--- src/rtl/fetch_aligner_pkg.sv ---
// Shared constants and RVC detection for the fetch aligner.
package fetch_aligner_pkg;

    localparam logic [1:0]  OPC_RVC_MASK = 2'b11;
    localparam int unsigned HW_BYTES     = 2;
    localparam int unsigned W_BYTES      = 4;

    // A halfword starts a compressed instruction unless its two low bits are both set.
    function automatic logic is_rvc(input logic [15:0] hw);
        return (hw[1:0] & OPC_RVC_MASK) != OPC_RVC_MASK;
    endfunction

endpackage

--- src/rtl/fetch_aligner_hw_buffer.sv ---
// align_hw_buffer: shift buffer of EW-bit entries with occupancy count,
// consume of 0..2 entries from the head and append of 0..2 entries behind the survivors.
module align_hw_buffer #(
    parameter int unsigned DEPTH = 4,
    parameter int unsigned EW    = 16,
    parameter int unsigned CW    = $clog2(DEPTH + 1)
) (
    input  logic            clk,
    input  logic            clear,
    input  logic [1:0]      consume,
    input  logic [1:0]      append,
    input  logic [2*EW-1:0] append_data,
    output logic [EW-1:0]   head0,
    output logic [EW-1:0]   head1,
    output logic [CW-1:0]   count
);
    localparam int unsigned IW = (DEPTH > 1) ? $clog2(DEPTH) : 1;

    logic [EW-1:0] mem_q [DEPTH];
    logic [EW-1:0] mem_d [DEPTH];
    logic [CW-1:0] base;
    logic [CW-1:0] count_d;

    // Shift out consumed entries, then drop new entries right after the survivors.
    always_comb begin
        base = count - CW'(consume);
        for (int i = 0; i < int'(DEPTH); i++) begin
            mem_d[i] = '0;
            if (i + int'(consume) < int'(DEPTH)) begin
                mem_d[i] = mem_q[IW'(i + int'(consume))];
            end
        end
        for (int k = 0; k < 2; k++) begin
            if ((k < int'(append)) && (int'(base) + k < int'(DEPTH))) begin
                mem_d[IW'(int'(base) + k)] = append_data[k*EW +: EW];
            end
        end
        count_d = base + CW'(append);
    end

    always_ff @(posedge clk) begin
        if (clear) begin
            count <= '0;
            for (int i = 0; i < int'(DEPTH); i++) begin
                mem_q[i] <= '0;
            end
        end else begin
            count <= count_d;
            mem_q <= mem_d;
        end
    end

    assign head0 = mem_q[0];
    assign head1 = mem_q[1];

endmodule

--- src/rtl/fetch_aligner.sv ---
// Fetch-word to decoder instruction aligner with PC tracking and redirect.
// Define ALIGN_RVC_EN for halfword buffering with compressed-instruction support.
module fetch_aligner
    import fetch_aligner_pkg::*;
#(
    parameter int unsigned PC_W   = 32,
    parameter int unsigned BUF_HW = 4
) (
    input  logic            i_clk,
    input  logic            i_rst,
    input  logic            i_flush,
    input  logic [PC_W-1:0] i_flush_pc,
    input  logic            i_fetch_valid,
    output logic            o_fetch_ready,
    input  logic [31:0]     i_fetch_word,
    output logic            o_dec_valid,
    input  logic            i_dec_ready,
    output logic [31:0]     o_dec_opcode,
    output logic [PC_W-1:0] o_dec_pc,
    output logic [PC_W-1:0] o_dec_next_pc,
    output logic            o_dec_rvc
);
`ifdef ALIGN_RVC_EN
    localparam int unsigned DEPTH = BUF_HW;
    localparam int unsigned EW    = 16;
`else
    localparam int unsigned DEPTH = 2;
    localparam int unsigned EW    = 32;
`endif
    localparam int unsigned CW = $clog2(DEPTH + 1);

    logic [CW-1:0]   count;
    logic [EW-1:0]   head0;
    logic [EW-1:0]   head1;
    logic [1:0]      consume;
    logic [1:0]      append;
    logic [2*EW-1:0] append_data;
    logic [PC_W-1:0] pc;
    logic            head_rvc;
    logic            fire;
    logic            take;

    align_hw_buffer #(
        .DEPTH (DEPTH),
        .EW    (EW),
        .CW    (CW)
    ) u_buf (
        .clk         (i_clk),
        .clear       (i_rst || i_flush),
        .consume     (consume),
        .append      (append),
        .append_data (append_data),
        .head0       (head0),
        .head1       (head1),
        .count       (count)
    );

    assign fire          = o_dec_valid && i_dec_ready;
    assign take          = i_fetch_valid && o_fetch_ready && !i_flush;
    assign o_dec_pc      = pc;
    assign o_dec_rvc     = head_rvc;
    assign o_dec_next_pc = pc + (head_rvc ? PC_W'(HW_BYTES) : PC_W'(W_BYTES));

`ifdef ALIGN_RVC_EN
    logic drop;
    logic unused_ok;

    assign unused_ok     = i_flush_pc[0];
    // Empty buffer reports a non-compressed head so idle outputs match reset values.
    assign head_rvc      = (count != '0) && is_rvc(head0);
    assign o_dec_valid   = !i_flush && ((count >= CW'(1) && head_rvc) || count >= CW'(2));
    assign o_dec_opcode  = head_rvc ? {16'h0000, head0} : {head1, head0};
    assign o_fetch_ready = !i_rst && (count <= CW'(BUF_HW - 2));
    assign consume       = fire ? (head_rvc ? 2'd1 : 2'd2) : 2'd0;
    assign append        = take ? (drop ? 2'd1 : 2'd2) : 2'd0;
    // A redirect into the upper half of a word skips the lower halfword of the next fetch.
    assign append_data   = drop ? {16'h0000, i_fetch_word[31:16]} : i_fetch_word;

    always_ff @(posedge i_clk) begin
        if (i_rst) begin
            pc   <= '0;
            drop <= 1'b0;
        end else if (i_flush) begin
            pc   <= {i_flush_pc[PC_W-1:1], 1'b0};
            drop <= i_flush_pc[1];
        end else begin
            if (fire) begin
                pc <= o_dec_next_pc;
            end
            if (take) begin
                drop <= 1'b0;
            end
        end
    end
`else
    logic unused_ok;

    assign unused_ok     = ^{head1, i_flush_pc[1:0], BUF_HW[0]};
    assign head_rvc      = 1'b0;
    assign o_dec_valid   = !i_flush && (count >= CW'(1));
    assign o_dec_opcode  = head0;
    assign o_fetch_ready = !i_rst && (count < CW'(2));
    assign consume       = fire ? 2'd1 : 2'd0;
    assign append        = take ? 2'd1 : 2'd0;
    assign append_data   = {32'h0000_0000, i_fetch_word};

    always_ff @(posedge i_clk) begin
        if (i_rst) begin
            pc <= '0;
        end else if (i_flush) begin
            pc <= {i_flush_pc[PC_W-1:2], 2'b00};
        end else if (fire) begin
            pc <= o_dec_next_pc;
        end
    end
`endif

endmodule

--- config.mk ---
export PLATFORM = sky130hd
export DESIGN_NAME = fetch_aligner
export DESIGN_NICKNAME = d
export VERILOG_FILES = /design/src/rtl/fetch_aligner_pkg.sv /design/src/rtl/fetch_aligner_hw_buffer.sv /design/src/rtl/fetch_aligner.sv
export SDC_FILE = /design/constraint.sdc
export NUM_CORES = 1
export LEC_CHECK = 0
export BUFFER_PORTS_ARGS = -buffer_cell sky130_fd_sc_hd__clkbuf_2
export CAP_MARGIN = 40
export CORE_MARGIN = 2
export CORE_UTILIZATION = 32
export CTS_CLUSTER_DIAMETER = 30
export DETAILED_ROUTE_END_ITERATION = 6
export PLACE_DENSITY_LB_ADDON = 0.08
export SETUP_SLACK_MARGIN = 0.5
export SLEW_MARGIN = 15
export SYNTH_ARGS = -nofsm -noshare
export SYNTH_HDL_FRONTEND = slang
export SYNTH_HIERARCHICAL = 1
export SYNTH_SLANG_ARGS = --single-unit
--- constraint.sdc ---
create_clock -name i_clk -period 3.2 [get_ports i_clk]
set_clock_uncertainty 0.15 [all_clocks]
set_input_delay 0.16 -clock i_clk [delete_from_list [all_inputs] [get_ports i_clk]]
set_output_delay 0.16 -clock i_clk [all_outputs]
set_load 0.05 [all_outputs]
# [Word level (Yosys, flattened, before mapping)]
# Index checks and enable logic that the tools add are counted.
[word_totals] register_bits=66 in_bits=69
[classes] bitwise_logic=6 n_lt_le_gt_ge=14 addsub=5 mux=17 reduce_logical=14
[ops] op="$mux W32" n=10
[ops] op="$mux W64" n=2
[ops] op="$and A64 B64 Y64" n=1
[ops] op="$bwmux W64" n=1
[ops] op="$demux W32 S1" n=2
[ops] op="$lt A32 B3 Y1 const B" n=2
[ops] op="$not A64 Y64" n=1
[ops] op="$add A32 B3 Y32 const B" n=1
[ops] op="$logic_and A1 B1 Y1" n=9
[ops] op="$ge A1 B2 Y1 const B" n=4
[ops] op="$lt A2 B2 Y1 const B" n=2
[ops] op="$not A1 Y1" n=4
[ops] op="$add A2 B1 Y3 const B" n=1
[ops] op="$add A1 B1 Y2 const A" n=1
[ops] op="$add A2 B1 Y2" n=1
[ops] op="$ge A2 B1 Y1 const B" n=1
[ops] op="$logic_not A1 Y1" n=2
[ops] op="$lt A1 B1 Y1 const A" n=2
[ops] op="$lt A1 B1 Y1 const B" n=2
[ops] op="$lt A1 B2 Y1 const B" n=1
[ops] op="$mux W1" n=2
[ops] op="$reduce_bool A2 Y1" n=1
[ops] op="$reduce_or A2 Y1" n=1
[ops] op="$sub A2 B1 Y2" n=1
[ops] op="$logic_or A1 B1 Y1" n=1

# [Longest topological paths before layout]
[depth] word_depth=14 ltp_mapped=10

# [Cells and area by module]
# The synthesis kept the hierarchy.
[by_module_without_submodules] mod="align_hw_buffer" area_per_inst_um2=2493.6 cells_each=261 instances=1
[by_module_without_submodules] mod="fetch_aligner" area_per_inst_um2=2306.0 cells_each=303 instances=1

# [Least setup slack after synthesis]
# No wires, ideal clock.
[synth_timing] path_type="register to output" from="reg pc[6] (netlist: o_dec_pc[6])" to="out o_dec_next_pc[31]" stages_incl_launch_ff=7 path_slack_ps=191 t_arrival_ps=2699 cell_sequence="dfxtp_1 > buf_2 > nand4_1 > buf_2 > or4_1 > nand2b_1 > xnor2_1"
[synth_between] elab_chain_len=1
[synth_lines] item="start: declaration" line_no="fetch_aligner.sv:38" rtl="logic [PC_W-1:0] pc;"
[synth_lines] item="start signal: assignment" line_no="fetch_aligner.sv:111" rtl="pc <= {i_flush_pc[PC_W-1:2], 2'b00};"
[synth_lines] item="start signal: assignment" line_no="fetch_aligner.sv:113" rtl="pc <= o_dec_next_pc;"
[synth_lines] item="$add A32 B3 Y32" line_no="fetch_aligner.sv:62" rtl="assign o_dec_next_pc = pc + (head_rvc ? PC_W'(HW_BYTES) : PC_W'(W_BYTES));"
[synth_lines] item="end: declaration" line_no="fetch_aligner.sv:20" rtl="output logic [PC_W-1:0] o_dec_next_pc,"
# Every way passes these cells.

# [Worst setup path in the final report]
[layout_timing] from="reg pc[10] (netlist: o_dec_pc[10])" to="out o_dec_next_pc[27]"
# The elaborated chain is that of the path after synthesis.

==> metrics.csv <==
metric,value,unit
VDD IR max,0.0002840,V
DP Worst Slack,726.6,ps
setup violators final,0,
arrival time at the worst endpoint,2250,ps
Starting Density,32.81,%
drc violations,0,
Crit path required time,2890,ps
Top Ports,168,
DP Area,4906,um^2
pin count of the biggest net entering global routing,52,
final WL,13.41,mm
most frequent cells in the layout,"158 x clkbuf_2, 62 x dfxtp_1, 60 x dlygate4sd3_1",
hpwl dp,8.993,mm
initial antenna violation count,0,
run status,finished clean,
Leakage,2.524,nW
Core ar.,12010,um^2
Ys Warns,6,
via-per-instance ratio,5.016,
per-cell routed wire length,15.57,um
r2r setup slk,740,ps
clock sink total,64,
layer with the highest usage,met2,
Global Route Usage Sum,20.25,%
"Worst Setup Slack, final",640.4,ps
worst path bufs/invs,1,
Die Wd,115.0,um
"delay-heaviest family, CP",simple AND/OR/NAND/NOR gates,
overflow left after global routing,0,
"commonest non-fill, non-tap cell in the layout",clkbuf_2,
fraction of layout cells with a size suffix above 1,33.33,%
element type at the critical path start,flip-flop,
Layout area overhead,49.68,%
Worst-path clk slew,50,ps
grt met3 use,4.428,%
Hold WC Path Type,input port to flip-flop,
IO buf count,160,
TritonCTS buffer count,9,
number of nets with antenna violations after routing,0,
via count,4319,
Initial DRC Count,239,
first-pass GRT wire length,21.08,mm
CTS tree,done,
H-tree depth,3,
vias in the first global route,4145,
GPL Wtd Cong,0.7610,
Slew headroom,53.44,%
worst-path maximum fanout,15,
Final #Nets,782,
"slowest stage delay, CP",500,ps
Global Route met1 Usage,25.76,%
buffer depth of the longest clock path,2,
n_diodes,0,
Slew @ Worst Pin,698.4,ps
Crit Path Class,flip-flop to output port,
global routing met2 resource utilization,33.80,%
P per Cell Area,437.5,nW/um^2
Max Slew Vio Count,0,
synthesized area per cell,7.946,um^2
placed cells,779,
Worst path slowest cell,dfxtp_1,
fill count,1203,
"Cell Count, Final, Fillers Out",861,
setup TNS,0,ps
root buf cell,clkbuf_16,
Post-Syn Instances,496,
crit end category,output port,
mapped cell area,3941,um^2
Pre-Repair DR Iteration Count,4,
final hold violation count,0,
RSZ-0062 raised after global routing,true,
Final period util,79.99,%
die area,13220,um^2
maximum operating frequency,0.3907,GHz
die height,115.0,um
critical path cell sequence,"and4_2, nand4_4, nor3_2, xor2_2, clkbuf_2",
Tmin final,2560,ps
post-route cell area,5899,um^2
Max Cap Viol,0,
clk_lat worst skew,340,ps
FP Rows,40,
## state kept, by name (all words and copies together) (netlist names)
signal       count
u_buf/count      2
o_dec_pc        30
u_buf/head0     32
## per-layer routing
| metal | vias to the layer above | part of all wire [%] |
|---|---|---|
| met5 | - | 0 |
| met3 | 18 | 5.9 |
| met1 | 1991 | 45 |
| met2 | 118 | 47 |
| li1 | 2192 | - |
| met4 | 0 | 1.7 |
## tightest hold or removal path: stages
cell and delay [ps]:
clkbuf_2 80, inv_1 50, a221o_1 130, a211oi_1 40
## report_power, final
group          switching, W  total [W]  internal (W)
combinational      0.000487   0.000701      0.000214
clock              0.000364   0.000980      0.000616
sequential        0.0000610   0.000901      0.000840
## stage by stage
| step | power [W] | hold WS, ps | util, % |
|---|---|---|---|
| after CTS | 0.002602 | 24.55 | 48.27 |
| after floorplan | 0.001400 | 154.8 | - |
| after global routing | 0.002693 | 51.28 | 49.11 |
| after detailed placement | 0.001557 | 252.9 | 40.84 |
| after global placement | 0.001552 | 246.5 | 40.84 |
| final | 0.002581 | 23.12 | 49.11 |
## path summary, 6_finish.rpt
check,startpoint,cells past startpoint,to
max,o_dec_pc[10],5,o_dec_next_pc[27]
min,i_flush_pc[31],4,o_dec_pc[31]
max reg2reg,o_dec_pc[10],5,o_dec_pc[27]
min reg2reg,o_dec_pc[17],2,o_dec_pc[17]
## final cells by class
cell class                      instances  area [um^2]  area share [%]
Clock inverter                          4        45.04          0.7635
Sequential cell                        64         1284           21.76
Multi-Input combinational cell        387         2565           43.48
Inverter                               10        37.54          0.6363
Clock buffer                           11        242.7           4.115
Tap cell                              147        183.9           3.118
Timing Repair Buffer                  238         1541           26.13
## what timing repair did
action,4_1_cts,5_1_grt
hold buffers,60,0
endpoints found under the hold margin,60,0
endpoints found under the setup margin,10,12
resized for setup,3,15
pin swaps,1,3
buffers inserted,0,7
No activity file was read; power rests on OpenSTA's default activity.
